--- src/rtl/arbiter_requester.sv ---
// Requester-side agent for a priority arbiter: turns a START/LEN job into a
// held request line, counts granted beats (surviving preemption), aborts if
// the grant never arrives, and forces an idle gap after every release.
module arbiter_requester #(
  parameter int BURST_W = 4,
  parameter int TIMEOUT = 15,
  parameter int GAP     = 1
) (
  input  logic               clk_i,
  input  logic               rst_ni,
  input  logic               start_i,
  input  logic [BURST_W-1:0] len_i,
  input  logic               gnt_i,
  output logic               req_o,
  output logic               beat_o,
  output logic               busy_o,
  output logic               done_o,
  output logic               tout_o
);

  typedef enum logic [1:0] {
    S_IDLE = 2'd0,
    S_WAIT = 2'd1,
    S_XFER = 2'd2,
    S_HOLD = 2'd3
  } state_e;

  // With no gap configured the release goes straight back to IDLE.
  localparam state_e             END_S    = (GAP == 0) ? S_IDLE : S_HOLD;
  localparam logic [7:0]         TO_C     = 8'(TIMEOUT);
  localparam logic [3:0]         GAP_LAST = (GAP == 0) ? 4'd0 : 4'(GAP - 1);
  localparam logic [BURST_W-1:0] REM_ONE  = BURST_W'(1);
  localparam logic [BURST_W-1:0] REM_ZERO = BURST_W'(0);

  state_e             state_q, state_d;
  logic [BURST_W-1:0] rem_q, rem_d;
  logic [7:0]         wcnt_q, wcnt_d;
  logic [3:0]         gcnt_q, gcnt_d;
  logic               done_q, done_d;
  logic               tout_q, tout_d;
  logic [7:0]         wcnt_inc_s;

  assign wcnt_inc_s = wcnt_q + 8'd1;

  // Next-state and counter updates; pulses are computed here and registered.
  always_comb begin
    state_d = state_q;
    rem_d   = rem_q;
    wcnt_d  = wcnt_q;
    gcnt_d  = gcnt_q;
    done_d  = 1'b0;
    tout_d  = 1'b0;
    case (state_q)
      S_IDLE: begin
        if (start_i && (len_i != REM_ZERO)) begin
          state_d = S_WAIT;
          rem_d   = len_i;
          wcnt_d  = 8'd0;
        end else begin
          state_d = S_IDLE;
        end
      end
      S_WAIT: begin
        if (gnt_i) begin
          state_d = S_XFER;
        end else begin
          wcnt_d = wcnt_inc_s;
          if (wcnt_inc_s == TO_C) begin
            state_d = END_S;
            gcnt_d  = 4'd0;
            tout_d  = 1'b1;
          end else begin
            state_d = S_WAIT;
          end
        end
      end
      S_XFER: begin
        if (gnt_i) begin
          if (rem_q == REM_ONE) begin
            rem_d   = REM_ZERO;
            state_d = END_S;
            gcnt_d  = 4'd0;
            done_d  = 1'b1;
          end else begin
            rem_d = rem_q - REM_ONE;
          end
        end else begin
          // Preempted: hold the request and the remaining count.
          state_d = S_XFER;
        end
      end
      S_HOLD: begin
        if (gcnt_q == GAP_LAST) begin
          state_d = S_IDLE;
        end else begin
          gcnt_d = gcnt_q + 4'd1;
        end
      end
      default: begin
        state_d = S_IDLE;
      end
    endcase
  end

  // State, counters and pulse registers; async reset returns to a clean IDLE.
  always_ff @(posedge clk_i or negedge rst_ni) begin
    if (!rst_ni) begin
      state_q <= S_IDLE;
      rem_q   <= REM_ZERO;
      wcnt_q  <= 8'd0;
      gcnt_q  <= 4'd0;
      done_q  <= 1'b0;
      tout_q  <= 1'b0;
    end else begin
      state_q <= state_d;
      rem_q   <= rem_d;
      wcnt_q  <= wcnt_d;
      gcnt_q  <= gcnt_d;
      done_q  <= done_d;
      tout_q  <= tout_d;
    end
  end

  assign req_o  = (state_q == S_WAIT) || (state_q == S_XFER);
  assign busy_o = (state_q != S_IDLE);
  assign beat_o = (state_q == S_XFER) && gnt_i;
  assign done_o = done_q;
  assign tout_o = tout_q;

endmodule

--- config.mk ---
export PLATFORM = sky130hd
export DESIGN_NAME = arbiter_requester
export DESIGN_NICKNAME = d
export VERILOG_FILES = /design/src/rtl/arbiter_requester.sv
export SDC_FILE = /design/constraint.sdc
export NUM_CORES = 1
export LEC_CHECK = 0
export CORE_AREA = 2 2 54 56
export CTS_CLUSTER_DIAMETER = 30
export DETAILED_ROUTE_END_ITERATION = 7
export DIE_AREA = 0 0 56 58
export DONT_BUFFER_PORTS = 1
export HOLD_SLACK_MARGIN = 0.06
export PLACE_DENSITY = 0.65
export SYNTH_ARGS = -nofsm -noshare
export SYNTH_HDL_FRONTEND = slang
export SYNTH_SLANG_ARGS = --single-unit
--- constraint.sdc ---
create_clock -name clk_i -period 3.6 [get_ports clk_i]
set_input_delay 0.72 -clock clk_i [delete_from_list [all_inputs] [get_ports clk_i]]
set_output_delay 0.72 -clock clk_i [all_outputs]
set_load 0.005 [all_outputs]
==> key figures <==
Drt
  • Vias: between 1k and 1.5k
  • Routed WL: between 2 and 3 mm
  • Post-route DRC: 0
  • Detail-routed via count per cell: 5.995
  • Routed Antenna Nets: 0
  • Initial drt markers: 48
  • Router iterations before antenna repair: 4
  • Mean routed wirelength per cell: about 15 um

Timing
  • Tmin final: 2.626 ns
  • Max Clk Rate: between 0.3 and 0.4 GHz
  • Setup-failing EPs final: 0
  • Setup_tns: 0 ns
  • Clock skew: 0.008267 ns
  • Endpoints failing hold: 0
  • Final slew viol count: 0
  • Period Utilization, post-route: 72.95%
  • Worst slew pin tran: 0.8650 ns
  • Hold_ws: 0.08097 ns
  • RSZ-0062 raised after global routing: no
  • Slew HR: 41.58%

Cells and area
  • ANT cells: 0
  • Final nets: 171
  • Filler cells: 256
  • Layout area overhead: 4.056%
  • Layout cells sized above 1: 5.960%
  • Finished Layout Cells: 182

Synthesis
  • FFs w/ async S/R, synth: 100.0%
  • Post-synth EDFFs: 0
  • Synth warn: 0
  • Syn nets: 170
  • Synth unique cells: 41
  • Mapped Cells: roughly 150
  • Register bit total from synthesis: 20
  • Synthesized area: 1326 um2
  • Seq/Total Area, Yosys: 37.74%
  • Main flop type after synthesis: dfrtp_1
  • Synth Area per Inst: 8.783 um2

Clock tree
  • CTS buffer count: 3
  • Clock Tree Buf Depth: 2
  • Clk Tree Root Cell: clkbuf_4
  • CTS tree: done
  • Post-cts sizing count: 0
  • Post-CTS Setup Bufs: 0
  • Hold Buf Count CTS: 0
  • Clock latency on the worst-skew pair: approximately 0.31 ns
  • H-tree lvl count: 1
  • Clk sinks: 20
  • Clock transition at path regs: roughly 0.13 ns

Floorplan
  • Die Wd: 56 um
  • Initial core utilization: 49.81%
  • # rows: 19
  • # IOs: 13
  • Full die area: ~3200 um2
  • Die Y: 58 um
  • Core Region: 2663 um2

Worst setup path
  • Critical path type: reg2reg
  • Crit-path max cell delay: 0.64 ns
  • CP max FO: 8
  • Required @ worst endpoint: 3.82 ns
  • CP Data Arrival Time: 2.84 ns
  • Startpoint types: register
  • CP Cell Sequence: ha_1, and3_4, or4b_1, a222oi_1, o221ai_1, a32o_1
  • Crit-path leading delay family: compound AO/OA/AOI/OAI gates
  • Crit path capture type: register
  • WP buf/inv: 0
  • Slowest CP cell: a222oi_1

Global route
  • Overflow after GRT: 0
  • GRT Total Usage: between 15 and 20%
  • First-pass GRT wire length: 4.567 mm
  • Initial antenna violation count: 0
  • Largest net degree at the start of global routing: 21
  • Vias in the first global route: 1058

Power
  • Pwr Density: ~660 nW/um2
  • Static Leak: 0.6095 nW
  • Worst VDD drop: 0.3589 mV

Run status
  • Outcome: finished, final reports clean

Placed design
  • PortBufs: 0
  • Placed instance count: roughly 180
  • Routability congestion estimate: 0.8443
  • HPWL after DPL: 1.964 mm

Run
  • Max_cap viols: 0

Worst hold path
  • Hold Crit Class: in2async
cell usage in the layout (no fill, tap or decap), types with 2 or more instances in the layout:
cell type | synthesis | final
dfrtp_1 | 20 | 20
o21ai_0 | 19 | 19
nand2_1 | 17 | 17
inv_1 | 14 | 14
nor2_1 | 11 | 11
ha_1 | 11 | 11
nand3_1 | 8 | 8
nor2b_1 | 4 | 4
a22oi_1 | 4 | 4
mux2i_1 | 4 | 4
o211ai_1 | 3 | 3
clkbuf_4 | 0 | 3
xor2_1 | 2 | 2
o41ai_1 | 2 | 2
nand2b_1 | 2 | 2
nor3_1 | 2 | 2
a31oi_1 | 2 | 2
o31ai_1 | 2 | 2
metrics by stage:
step	util, %	setup slack, ns	cell area (um2)	power [W]
floorplan	-	1.243	1326	0.0006774
global placement	50.47	1.120	1344	0.0007622
detailed placement	50.47	1.020	1344	0.0007822
CTS	51.83	0.9958	1380	0.0009176
global route	51.83	0.7939	1380	0.001000
finish	51.83	0.9738	1380	0.0009099
path summary, 6_finish.rpt:
path / slack, ns / to / cells after the start / startpoint
max in group asynchronous: 3.44 / wcnt_q[7]$_DFFE_PN0P_ / 0 / rst_ni
hold reg to reg: 0.56 / wcnt_q[7]$_DFFE_PN0P_ / 1 / wcnt_q[7]$_DFFE_PN0P_
hold / removal: 0.08 / state_q[0]$_DFFE_PN0P_ / 0 / rst_ni
setup / recovery: 0.97 / gcnt_q[2]$_DFFE_PN0P_ / 6 / wcnt_q[0]$_DFFE_PN0P_
setup reg to reg: 0.97 / gcnt_q[2]$_DFFE_PN0P_ / 6 / wcnt_q[0]$_DFFE_PN0P_
min in group clk_i: 0.56 / wcnt_q[7]$_DFFE_PN0P_ / 1 / wcnt_q[7]$_DFFE_PN0P_
registers in the layout, indices dropped and copies added (netlist names), named ones only:
register and count:
gcnt_q 4, done_o 1, wcnt_q 8, rem_q 4, state_q 1, tout_o 1
routing by layer:
metal	vias up	GRT usage, %	wire (um)
met1	535	23.15	1263
li1	542	-	-
met2	12	31.26	1295
met3	2	2.009	62
met4	0	6.463	17
met5	-	0	0
layout make-up:
class                           count  area, um2  share of cell area, %
Multi-Input combinational cell    113      752.0                  54.49
Sequential cell                    20      500.5                  36.26
Inverter                           14      52.55                  3.808
Tap cell                           31      38.79                  2.811
Clock buffer                        4      36.28                  2.629
cells in the mapped netlist, types with 2 or more instances:
library cell | instances | share of area [%]
nand3_1 | 8 | 3.0
inv_1 | 14 | 4.0
mux2i_1 | 4 | 3.0
ha_1 | 11 | 10
dfrtp_1 | 20 | 38
a31oi_1 | 2 | 0.94
nor3_1 | 2 | 0.75
nor2b_1 | 4 | 1.9
xor2_1 | 2 | 1.3
nand2b_1 | 2 | 0.94
o31ai_1 | 2 | 1.1
o211ai_1 | 3 | 1.7
nor2_1 | 11 | 3.1
nand2_1 | 17 | 4.8
o41ai_1 | 2 | 1.3
o21ai_0 | 19 | 7.2
a22oi_1 | 4 | 2.3
report_power, final:
group          switching [W]  internal (W)  leakage [nW]
clock network      0.0000759     0.0000617        0.0210
registers          0.0000504      0.000274         0.268
logic               0.000274      0.000174         0.320
total               0.000401      0.000509         0.610
cell families (layout without fill, tap and decap cells):
family / Yosys count / count (layout) / synth area share (%)
AOI/OAI and AO/OA: 43 / 43 / 21.79
xor gates and xnor gates: 3 / 3 / 1.981
adders and majority gates: 11 / 11 / 10.38
buffers and inverters: 18 / 18 / 5.565
DFF: 20 / 20 / 37.74
muxes: 4 / 4 / 3.019
and+or+nand+nor: 52 / 52 / 19.53
No activity file was read; power rests on OpenSTA's default activity.
